### config.mk
export PLATFORM = sky130hd
export DESIGN_NAME = multicycle_control
export DESIGN_NICKNAME = d
export VERILOG_FILES = /design/src/rtl/multicycle_control.sv
export SDC_FILE = /design/constraint.sdc
export NUM_CORES = 1
export LEC_CHECK = 0
export ABC_CLOCK_PERIOD_IN_PS = 2200
export CAP_MARGIN = 10
export CORE_MARGIN = 3
export CORE_UTILIZATION = 43
export CTS_CLUSTER_SIZE = 30
export DETAILED_ROUTE_END_ITERATION = 10
export PLACE_DENSITY_LB_ADDON = 0.1
export SLEW_MARGIN = 10
export SYNTH_ARGS = -nofsm -noshare
export SYNTH_HDL_FRONTEND = slang
export SYNTH_SLANG_ARGS = --single-unit
export TNS_END_PERCENT = 20
### constraint.sdc
create_clock -name clock -period 2.2 [get_ports clock]
set_clock_uncertainty 0.15 [all_clocks]
set_input_delay 0.55 -clock clock [delete_from_list [all_inputs] [get_ports clock]]
set_output_delay 0.55 -clock clock [all_outputs]
set_load 0.01 [all_outputs]
### src/rtl/multicycle_control.sv
// Sequencing controller for the multi-cycle MIPS core: walks the shared datapath
// through fetch/decode/execute/memory/writeback, counts retirements, traps illegal encodings.
module multicycle_control #(
  parameter int COUNT_WIDTH = 32
) (
  input  logic                   clock,
  input  logic                   reset_n,
  input  logic [5:0]             opcode,
  input  logic [5:0]             alu_function,
  input  logic                   alu_zero,
  input  logic                   mem_ready,
  output logic                   mem_request,
  output logic                   mem_write,
  output logic                   iord,
  output logic                   ir_load,
  output logic                   pc_write,
  output logic [1:0]             pc_source,
  output logic                   alu_src_a,
  output logic [1:0]             alu_src_b,
  output logic                   imm_zero_extend,
  output logic [3:0]             alu_control,
  output logic                   alu_out_load,
  output logic                   reg_write,
  output logic [1:0]             reg_dst,
  output logic [1:0]             mem_to_reg,
  output logic                   illegal_instruction,
  output logic [COUNT_WIDTH-1:0] retired_count
);

  typedef enum logic [3:0] {
    FETCH, DECODE, EXEC_R, EXEC_I, WB_ALU, MEM_ADDR,
    MEM_READ, WB_MEM, MEM_WRITE, BRANCH, JUMP, TRAP
  } state_t;

  localparam logic [5:0] OP_RTYPE = 6'h00, OP_J    = 6'h02, OP_JAL  = 6'h03;
  localparam logic [5:0] OP_BEQ   = 6'h04, OP_BNE  = 6'h05, OP_ADDI = 6'h08;
  localparam logic [5:0] OP_SLTI  = 6'h0A, OP_ANDI = 6'h0C, OP_ORI  = 6'h0D;
  localparam logic [5:0] OP_LUI   = 6'h0F, OP_LW   = 6'h23, OP_SW   = 6'h2B;
  localparam logic [5:0] FN_SLL   = 6'h00, FN_SRL  = 6'h02, FN_JR   = 6'h08;
  localparam logic [5:0] FN_ADD   = 6'h20, FN_SUB  = 6'h22, FN_AND  = 6'h24;
  localparam logic [5:0] FN_OR    = 6'h25, FN_SLT  = 6'h2A;
  localparam logic [3:0] ALU_ADD  = 4'd0,  ALU_SUB = 4'd1,  ALU_AND = 4'd2, ALU_OR = 4'd3;
  localparam logic [3:0] ALU_SLT  = 4'd4,  ALU_SLL = 4'd5,  ALU_SRL = 4'd6, ALU_LUI = 4'd7;

  state_t                 state_r;
  state_t                 next_state_s;
  logic                   retire_s;
  logic                   illegal_r;
  logic [COUNT_WIDTH-1:0] count_r;

  function automatic logic [3:0] r_alu_op(input logic [5:0] funct);
    case (funct)
      FN_SUB:  r_alu_op = ALU_SUB;
      FN_AND:  r_alu_op = ALU_AND;
      FN_OR:   r_alu_op = ALU_OR;
      FN_SLT:  r_alu_op = ALU_SLT;
      FN_SLL:  r_alu_op = ALU_SLL;
      FN_SRL:  r_alu_op = ALU_SRL;
      default: r_alu_op = ALU_ADD;
    endcase
  endfunction

  function automatic logic [3:0] i_alu_op(input logic [5:0] op);
    case (op)
      OP_SLTI: i_alu_op = ALU_SLT;
      OP_ANDI: i_alu_op = ALU_AND;
      OP_ORI:  i_alu_op = ALU_OR;
      OP_LUI:  i_alu_op = ALU_LUI;
      default: i_alu_op = ALU_ADD;
    endcase
  endfunction

  // Anything not explicitly recognised lands in TRAP.
  function automatic state_t decode_next(input logic [5:0] op, input logic [5:0] funct);
    case (op)
      OP_RTYPE: begin
        case (funct)
          FN_ADD, FN_SUB, FN_AND, FN_OR, FN_SLT, FN_SLL, FN_SRL: decode_next = EXEC_R;
          FN_JR:   decode_next = JUMP;
          default: decode_next = TRAP;
        endcase
      end
      OP_ADDI, OP_SLTI, OP_ANDI, OP_ORI, OP_LUI: decode_next = EXEC_I;
      OP_LW, OP_SW:   decode_next = MEM_ADDR;
      OP_BEQ, OP_BNE: decode_next = BRANCH;
      OP_J, OP_JAL:   decode_next = JUMP;
      default:        decode_next = TRAP;
    endcase
  endfunction

  // Next-state and retirement decode.
  always_comb begin
    next_state_s = state_r;
    retire_s     = 1'b0;
    case (state_r)
      FETCH:     next_state_s = mem_ready ? DECODE : FETCH;
      DECODE:    next_state_s = decode_next(opcode, alu_function);
      EXEC_R:    next_state_s = WB_ALU;
      EXEC_I:    next_state_s = WB_ALU;
      WB_ALU:    begin next_state_s = FETCH; retire_s = 1'b1; end
      MEM_ADDR:  next_state_s = (opcode == OP_SW) ? MEM_WRITE : MEM_READ;
      MEM_READ:  next_state_s = mem_ready ? WB_MEM : MEM_READ;
      WB_MEM:    begin next_state_s = FETCH; retire_s = 1'b1; end
      MEM_WRITE: begin next_state_s = mem_ready ? FETCH : MEM_WRITE; retire_s = mem_ready; end
      BRANCH:    begin next_state_s = FETCH; retire_s = 1'b1; end
      JUMP:      begin next_state_s = FETCH; retire_s = 1'b1; end
      TRAP:      next_state_s = TRAP;
      default:   next_state_s = FETCH;
    endcase
  end

  // State, sticky trap flag and retirement counter.
  always_ff @(posedge clock or negedge reset_n) begin
    if (!reset_n) begin
      state_r   <= FETCH;
      illegal_r <= 1'b0;
      count_r   <= '0;
    end else begin
      state_r   <= next_state_s;
      illegal_r <= illegal_r | (next_state_s == TRAP);
      count_r   <= retire_s ? count_r + COUNT_WIDTH'(1) : count_r;
    end
  end

  // Moore strobe decode; held low while reset is asserted so no access leaks out.
  always_comb begin
    mem_request     = 1'b0;
    mem_write       = 1'b0;
    iord            = 1'b0;
    ir_load         = 1'b0;
    pc_write        = 1'b0;
    pc_source       = 2'd0;
    alu_src_a       = 1'b0;
    alu_src_b       = 2'd0;
    imm_zero_extend = 1'b0;
    alu_control     = ALU_ADD;
    alu_out_load    = 1'b0;
    reg_write       = 1'b0;
    reg_dst         = 2'd0;
    mem_to_reg      = 2'd0;
    if (!reset_n) begin
      mem_request = 1'b0;
      mem_write   = 1'b0;
      iord        = 1'b0;
    end else begin
      case (state_r)
        FETCH: begin
          mem_request = 1'b1;
          alu_src_b   = 2'd1;
          ir_load     = mem_ready;
          pc_write    = mem_ready;
        end
        DECODE: begin
          alu_src_b    = 2'd3;
          alu_out_load = 1'b1;
        end
        EXEC_R: begin
          alu_src_a    = 1'b1;
          alu_control  = r_alu_op(alu_function);
          alu_out_load = 1'b1;
        end
        EXEC_I: begin
          alu_src_a       = 1'b1;
          alu_src_b       = 2'd2;
          alu_control     = i_alu_op(opcode);
          imm_zero_extend = (opcode == OP_ANDI) || (opcode == OP_ORI);
          alu_out_load    = 1'b1;
        end
        WB_ALU: begin
          reg_write = 1'b1;
          reg_dst   = (opcode == OP_RTYPE) ? 2'd1 : 2'd0;
        end
        MEM_ADDR: begin
          alu_src_a    = 1'b1;
          alu_src_b    = 2'd2;
          alu_out_load = 1'b1;
        end
        MEM_READ: begin
          mem_request = 1'b1;
          iord        = 1'b1;
        end
        WB_MEM: begin
          reg_write  = 1'b1;
          mem_to_reg = 2'd1;
        end
        MEM_WRITE: begin
          mem_request = 1'b1;
          mem_write   = 1'b1;
          iord        = 1'b1;
        end
        BRANCH: begin
          alu_src_a   = 1'b1;
          alu_control = ALU_SUB;
          pc_source   = 2'd1;
          pc_write    = (opcode == OP_BEQ) ? alu_zero : !alu_zero;
        end
        JUMP: begin
          pc_write  = 1'b1;
          pc_source = (opcode == OP_RTYPE) ? 2'd3 : 2'd2;
          if (opcode == OP_JAL) begin
            reg_write  = 1'b1;
            reg_dst    = 2'd2;
            mem_to_reg = 2'd2;
          end else begin
            reg_write  = 1'b0;
          end
        end
        TRAP:    pc_write = 1'b0;
        default: pc_write = 1'b0;
      endcase
    end
  end

  assign illegal_instruction = illegal_r;
  assign retired_count       = count_r;

endmodule

# Word-level counts from Yosys, hierarchy flattened
# Cells that the tools add are included.
# classes
bitwise_logic,1
n_addsub,1
n_mux,43
n_eq_ne,30
n_reduce_logical,18
# op_table
op,n
$eq A6 B6 Y1 const B,7
$eq A6 B4 Y1 const B,6
$add A32 B1 Y32 const B,1
$pmux W4 S7,1
$mux W1,22
$eq A4 B4 Y1 const B,5
$pmux W4 S5,1
$eq A6 B2 Y1 const B,3
$pmux W3 S6,1
$eq A4 B3 Y1 const B,4
$reduce_or A2 Y1,7
$eq A6 B3 Y1 const B,2
$logic_not A6 Y1,2
$pmux W2 S2,3
$pmux W3 S4,1
$reduce_or A4 Y1,3
$mux W2,5
$pmux W3 S3,1
$eq A4 B2 Y1 const B,2
$mux W4,2
$pmux W4 S2,1
$reduce_or A7 Y1,1
$pmux W2 S3,1
$reduce_or A5 Y1,1
other kinds (9),10
# word_totals
in_bits,16
out_inout_bits,54
register_bits,37
elab_cells,96

# Depth between registers and ports, before layout
# Gate-level depths: netlist of run 1.
# logic_depth
ltp_word,7
ltp_mapped,7
mapped_depth_nobuf,5

# Worst setup path before layout of run 1
# No wires, ideal clock.
# synth_timing
kind,input to output
from,input opcode[4]
to,output alu_control[0]
n_path_buf,0
t_arrival_ns,1.812
stages,5
required_ns,1.500
path_slack_ns,-0.312
cell_sequence,or3b_1 > or3_2 > nor3_1 > o21bai_1 > a21oi_1
# synth_via
elab_chain_len,4
elab_cells_between_ends,7
classes_between,eq/ne (4); mux (3)
# synth_rtl
element,line_no,text
start: declaration,8,"input logic [5:0] opcode,"
$eq A6 B4 Y1,64,case (op)
$pmux W3 S4 (*),64,
$pmux W3 S3 (*),146,case (state_r)
$mux W3 (*),141,if (!reset_n) begin
end: declaration,21,"output logic [3:0] alu_control,"
# Every way passes the cells marked *; elsewhere a longest branch is shown, timed or not.

# Worst setup path after layout of run 1
# layout_timing
from,input opcode[5]
to,output alu_control[1]
# Same word-level chain as after synthesis.

==> impl_metrics.env, run 1 <==
export IMPL_num_io_pins=70
export IMPL_clockBufferDepth=2
export IMPL_reg2reg_depth=9
export IMPL_cp_depth=8
export IMPL_synth_distinct_cells=57
export IMPL_p_per_area_nw_per_um2=857
export IMPL_cts_tree="yes"
export IMPL_layout_drive_gt1_share_pct=40.1
export IMPL_p_leak_nw=1.75
export IMPL_top_usage_layer="met2"
export IMPL_r2r_slack_ns=-0.03
export IMPL_fp_row_count=26
export IMPL_vias=2677
export IMPL_cp_endpoint="alu_control[1]"
export IMPL_syn_to_final_growth_pct=66.6
export IMPL_violations="setup timing"
export IMPL_synth_seq_cells=37
export IMPL_crit_path_start="opcode[5]"
export IMPL_wl_um=7770
export IMPL_die_h_um=81.1
export IMPL_grt_ovfl_total=0
export IMPL_gp_congestion=0.978
export IMPL_yosysSeqAreaShare_pct=38.2
export IMPL_layout_commonest_cell="buf_4"
export IMPL_cp_arrival_ns=2.05
export IMPL_r2r_start="state_r[0]$_DFF_PN0_"
export IMPL_syn_nets=296
export IMPL_postSynthCellCount=279
export IMPL_rsz0062_at_grt="yes"
export IMPL_grt_pass1_wl_um=12000
export IMPL_timing_final_crit_share_pct=125
export IMPL_postCtsHoldBufs=0
export IMPL_post_route_drc_count=0
export IMPL_critPathCaptureType="output pin"
export IMPL_setup_violations=13
export IMPL_worstPathRequired_ns=1.50
export IMPL_critical_path_buf_inv_count=3
export IMPL_outcome="complete, but fails checks"
export IMPL_grt_pass1_vias=2556
export IMPL_crit_chain="buf_6, or3b_4, buf_6, or3_4, a211oi_2, a41oi_2, nor2_1, buf_2"
export IMPL_clk_pin_slew_ns=0.07
export IMPL_pre_cts_ws_ns=-1.24
export IMPL_drtIter0Drc=121
export IMPL_ant_nets=0
export IMPL_dr_pass1_iters=4
export IMPL_grt_total_usage_pct=23.4
export IMPL_globalRouteMet1Util_pct=32.2
export IMPL_dp_hpwl_um=5530
export IMPL_report_final_slew_viol_count=0
export IMPL_met3_usage_pct=6.32
export IMPL_reg2reg_to="retired_count[31]$_DFFE_PN0P_"
export IMPL_diodes=0
export IMPL_ir_worst_vdd_uv=805
export IMPL_grt_max_degree=31
export IMPL_synth_area_um2=2430
export IMPL_cts_buffers=5
export IMPL_ys_flop_type="dfrtp_1"
export IMPL_final_nets=435
export IMPL_cts_num_sinks=37
export IMPL_ys_warnings_count=0
export IMPL_antenna_found_initial=0
export IMPL_synth_edf_count=0
export IMPL_clk_insertion_delay_late_ns=0.29
export IMPL_start_util_pct=46.0
export IMPL_netlist_area_leader_share_pct=38.2
export IMPL_die_area_um2=6580
export IMPL_cp_slowest_stage_delay_ns=0.40
export IMPL_hp_class="input port to async pin"
export IMPL_fill_cells=378
export IMPL_fin_crit_ns=2.75
export IMPL_cts_root_buf="clkbuf_8"
export IMPL_final_cell_mix="64 x buf_4, 35 x dfrtp_1, 34 x clkdlybuf4s50_1"
export IMPL_wl_per_cell_um=15.9
export IMPL_finalHoldViolCount=0
export IMPL_critPathLaunchType="input port"
export IMPL_coreArea_um2=5270
export IMPL_fmax_ghz=0.364
export IMPL_critPathMaxFanout=3
export IMPL_die_x_um=81.1
export IMPL_cpMostUsedCell="buf_6"
export IMPL_maxCapViolCount=0
export IMPL_via_per_inst=5.47
export IMPL_fin_ws_ns=-0.550
export IMPL_netlist_top_cells_area="dfrtp_1 38%, xnor2_1 7.6%, xor2_1 4.3%, nand2_1 3.9%, nor2_1 3.9%"
export IMPL_fin_total_pwr_mw=3.46
export IMPL_avgSynthCellArea_um2=8.70
export IMPL_yosys_area_top_type="dfrtp_1"
export IMPL_cts_max_level=2
export IMPL_io_buffer_count=68
export IMPL_cp_slowest_cell="or3_4"
export IMPL_grt_use_met2_pct=36.9
export IMPL_cpLargestDelayFamily="simple AND/OR/NAND/NOR gates"
export IMPL_critPathKind="input port to output pin"
export IMPL_ys_async_sr_fraction_pct=100
## through the flow
stage               util [%]  std cells  hold WS, ns  area (µm²)  TNS, ns
floorplan                  -        279        0.104        2440    -1.00
global placement        69.5        472        0.308        3660   -23.38
detailed placement      69.5        472        0.318        3660   -25.16
CTS                     72.6        484        0.282        3820    -4.58
global route            76.7        489        0.339        4040    -5.03
finish                  76.7        489        0.312        4040    -3.44
## cell type report
type	count	area [µm²]	share of cell area, %
Clock buffer	6	72.6	1.80
Clock inverter	2	10.0	0.248
Inverter	9	33.8	0.836
Multi-Input combinational cell	219	1670	41.3
Sequential cell	37	928	23.0
Tap cell	70	87.6	2.17
Timing Repair Buffer	146	1240	30.7
## Yosys cell counts, types with 2 or more instances
cell type and count:
o22ai_1 2, and3b_1 2, nand2b_1 3, a2111oi_0 3
buf_1 2, nand4_1 8, inv_1 9, clkbuf_1 4
nand2_1 25, nor2b_1 7, a211oi_1 2, and2_1 5
xor2_1 12, a31oi_1 2, nand3_1 14, nor4_1 6
a21oi_1 10, nand4b_1 3, nor2_1 25, nor3b_1 2
buf_2 5, mux2i_1 2, nor3_1 15, o22a_1 2
or3_1 2, and4_1 2, and3_1 9, buf_4 3
a2bb2oi_1 2, o21ai_0 6, a221o_1 2, dfrtp_1 37
xnor2_1 21, nor4_2 2
## metal layers
layer	wire (µm)	up-vias
met1	3530	1296
met4	112	0
met5	0	-
li1	-	1279
met3	489	15
met2	3640	87
## sequential cells by signal, summed over array words and instances, names as in the netlist
| register | count |
|---|---|
| retired_count | 32 |
| state_r | 4 |
| illegal_instruction | 1 |
## power breakdown
| group | leakage (nW) | switching [mW] | internal, mW | total, mW |
|---|---|---|---|---|
| Combinational | 1.26 | 1.03 | 1.05 | 2.08 |
| Sequential | 0.444 | 0.136 | 0.783 | 0.918 |
| Clock | 0.0450 | 0.241 | 0.219 | 0.460 |
| Total | 1.75 | 1.41 | 2.05 | 3.46 |
## logic make-up after synthesis
| logic type | after synthesis | synth area share [%] |
|---|---|---|
| XOR/XNOR | 33 | 11.9 |
| multiplexers | 3 | 1.29 |
| AND/OR/NAND/NOR | 136 | 30.2 |
| AO/OA/AOI/OAI | 45 | 13.5 |
| adder cells (fa/ha/maj) | 1 | 0.516 |
| flip-flops | 37 | 38.2 |
| other | 1 | 0.155 |
| buffers and inverters | 23 | 4.28 |
## worst min-delay path: stages
cell and delay, ns:
buf_2 0.15, buf_4 0.13, buf_4 0.33
## worst min-delay path by stage
stage                                  startpoint                       endpoint  slack (ns)  cells past startpoint
detailed placement  retired_count[31]$_DFFE_PN0P_  retired_count[31]$_DFFE_PN0P_        0.32                      1
CTS                                       reset_n   retired_count[0]$_DFFE_PN0P_        0.28                      4
finish                                    reset_n  retired_count[26]$_DFFE_PN0P_        0.31                      3
floorplan                                 reset_n  illegal_instruction$_DFF_PN0_        0.10                      0
global placement    retired_count[31]$_DFFE_PN0P_  retired_count[31]$_DFFE_PN0P_        0.31                      1
global route                              reset_n  retired_count[26]$_DFFE_PN0P_        0.34                      3
## repair_timing
action	4_1_cts	5_1_grt
pin swaps	17	14
buffers inserted	4	5
resized for setup	125	59
endpoints found under the setup margin	38	54
(Power assumes the default switching activity.)
==> run 2: changes to the inputs <==
ABC_AREA = 1   (was not set)
CORE_UTILIZATION = 44   (was 43)
==> run 2 against run 1 <==
  * The run still ends with setup timing left
  * Count of clock-buffer cells in the layout grew 1
  * Sequential cell count stayed put
  * Non-clock buffer count decreased by 2
  * Synthesized area is 4.6% higher
  * Die area increased by 2.1%
==> impl_metrics.env, run 2 <==
export IMPL_dr_max_layer_used="met4"
export IMPL_drtIter0Drc=161
export IMPL_timing_hold_ws_ns=0.227
export IMPL_synth_seq_cells=37
export IMPL_grt_pass1_wl_um=12400
export IMPL_wl_per_cell_um=13.5
export IMPL_wl_met1_um=3380
export IMPL_maxCapViolCount=0
export IMPL_report_final_slew_viol_count=0
export IMPL_critPathKind="flip-flop to output pin"
export IMPL_ant_nets=0
export IMPL_cts_buffers=5
export IMPL_synth_area_um2=2540
export IMPL_avgSynthCellArea_um2=7.25
export IMPL_via_per_inst=5.01
export IMPL_largest_reg_flops=32
export IMPL_cts_num_sinks=37
export IMPL_wl_um=7720
export IMPL_cts_root_buf="clkbuf_8"
export IMPL_clockBufferDepth=2
export IMPL_setup_violations=13
export IMPL_rsz0062_at_grt="yes"
export IMPL_netlist_area_leader_share_pct=36.5
export IMPL_fin_ws_ns=-0.127
export IMPL_grt_total_usage_pct=23.7
export IMPL_yosysSeqAreaShare_pct=36.5
export IMPL_crit_chain="nor2_2, inv_2, buf_4, a311o_1, a21oi_1, buf_2"
export IMPL_start_util_pct=45.8
export IMPL_place_inst=551
export IMPL_die_area_um2=6720
export IMPL_critPathLaunchType="flip-flop"
export IMPL_yosys_area_top_type="dfrtp_1"
export IMPL_outcome="complete, but fails checks"
export IMPL_dr_pass1_iters=4
export IMPL_fin_crit_ns=2.33
export IMPL_syn_nets=367
export IMPL_finalHoldViolCount=0
export IMPL_critPathMaxFanout=5
export IMPL_layout_drive_gt1_share_pct=41.0
export IMPL_post_route_drc_count=0
export IMPL_ys_flop_type="dfrtp_1"
export IMPL_clk_insertion_delay_late_ns=0.28
export IMPL_fmax_ghz=0.430
export IMPL_io_buffer_count=68
export IMPL_synth_distinct_cells=36
export IMPL_tns_ns=-0.647
export IMPL_syn_to_final_growth_pct=59.9
export IMPL_critPathCaptureType="output pin"
export IMPL_cp_slowest_stage_delay_ns=0.40
export IMPL_synth_edf_count=0
export IMPL_num_io_pins=70
export IMPL_layout_commonest_cell="buf_4"
export IMPL_final_nets=514
export IMPL_final_cell_mix="70 x buf_4, 63 x nand2_1, 42 x nor2_1"
export IMPL_worstPathRequired_ns=1.50
export IMPL_die_h_um=82.0
export IMPL_crit_path_start="state_r[2]$_DFF_PN0_"
export IMPL_timing_final_crit_share_pct=106
export IMPL_hp_class="input port to async pin"
export IMPL_ys_warnings_count=0
export IMPL_ir_worst_vdd_uv=703
export IMPL_yosysMostFrequentCell="nand2_1"
export IMPL_ys_async_sr_fraction_pct=100
export IMPL_antenna_found_initial=0
export IMPL_postSynthCellCount=350
export IMPL_grt_ovfl_total=0
export IMPL_cts_max_level=2
export IMPL_grt_pass1_vias=2761
export IMPL_coreArea_um2=5540
export IMPL_p_per_area_nw_per_um2=702
export IMPL_clk_pin_slew_ns=0.07
export IMPL_violations="setup timing"
export IMPL_p_leak_nw=1.98
export IMPL_r2r_start="state_r[1]$_DFF_PN0_"
export IMPL_wl_met3_um=384
export IMPL_vias=2854
export IMPL_cp_slowest_cell="dfrtp_1"
export IMPL_synthTopCellsByCount="66 x nand2_1, 61 x nor2_1, 44 x inv_1"
export IMPL_reg2reg_depth=11
export IMPL_die_x_um=82.0
export IMPL_grt_max_degree=38
export IMPL_finalNonFillerCells=570
export IMPL_wl_met2_um=3800
export IMPL_cts_tree="yes"
export IMPL_gp_congestion=0.917
export IMPL_dp_hpwl_um=5820
export IMPL_fp_row_count=27
export IMPL_diodes=0
export IMPL_netlist_top_cells_area="dfrtp_1 36%, nand2_1 9.8%, nor2_1 9.0%, xor2_1 6.9%, inv_1 6.5%"
export IMPL_cp_arrival_ns=1.63
[run 2: cell types whose count changed in the layout (fill, tap and decap cells not counted), moves of 12 or more]
cell | previous run | this run
nand2_1 | 20 | 63
nor2_1 | 19 | 42
inv_2 | 2 | 22
inv_1 | 7 | 26
xnor2_1 | 21 | 8
nor2_4 | 1 | 13
[run 2: through the flow]
stage / setup WS (ns) / utilization, % / power (mW) / area [µm²]
2_1_floorplan: 0.000607 / - / 1.42 / 2540
3_3_place_gp: -0.865 / 68.0 / 2.13 / 3770
3_5_place_dp: -0.943 / 68.0 / 2.15 / 3770
4_1_cts: -0.192 / 70.7 / 2.68 / 3920
5_1_grt: -0.222 / 73.3 / 3.05 / 4060
6_report: -0.127 / 73.3 / 2.85 / 4060
[run 2: cells by family after synthesis]
logic type,Yosys count,share of synthesized area [%]
buffers and inverters,53,8.18
flip-flops,37,36.5
XOR/XNOR,29,10.3
AND/OR/NAND/NOR,201,38.0
other,1,0.148
adder cells (fa/ha/maj),1,0.493
AO/OA/AOI/OAI,28,6.46
[run 2: worst paths after layout]
path | slack (ns) | endpoint
setup / recovery | -0.13 | alu_control[2]
hold / removal | 0.23 | retired_count[30]$_DFFE_PN0P_
setup reg to reg | 0.07 | retired_count[28]$_DFFE_PN0P_
hold reg to reg | 0.32 | illegal_instruction$_DFF_PN0_
max in group asynchronous | 1.33 | state_r[1]$_DFF_PN0_
min in group clock | 0.32 | illegal_instruction$_DFF_PN0_
[run 2: critical path, delay by kind of cell, from the launching register on]
family,cells,cell delay (ns)
DFF,1,0.40
buffers and inverters,3,0.40
AOI/OAI and AO/OA,2,0.39
and+or+nand+nor,1,0.14
[run 2: power by group]
part | internal, mW | switching, mW
Combinational | 0.677 | 0.772
Clock | 0.283 | 0.233
Sequential | 0.768 | 0.118
[run 2: cell type report]
type                            count  area, µm²
Fill cell                         480       1480
Clock inverter                      1       5.00
Clock buffer                        7       96.3
Tap cell                           72       90.1
Multi-Input combinational cell    260       1630
Sequential cell                    37        928
Inverter                           49        185
Timing Repair Buffer              144       1120
[run 2: routing by layer]
metal	up-vias	track usage (%)
li1	1428	-
met1	1351	31.6
met2	62	39.7
met3	13	4.17
met4	0	5.65
met5	-	0
[run 2: what timing repair did]
item	in CTS	in global routing
hold buffers	0	0
resized for setup	143	68
pin swaps	22	16
setup endpoints to repair	21	27
setup buffers	5	6
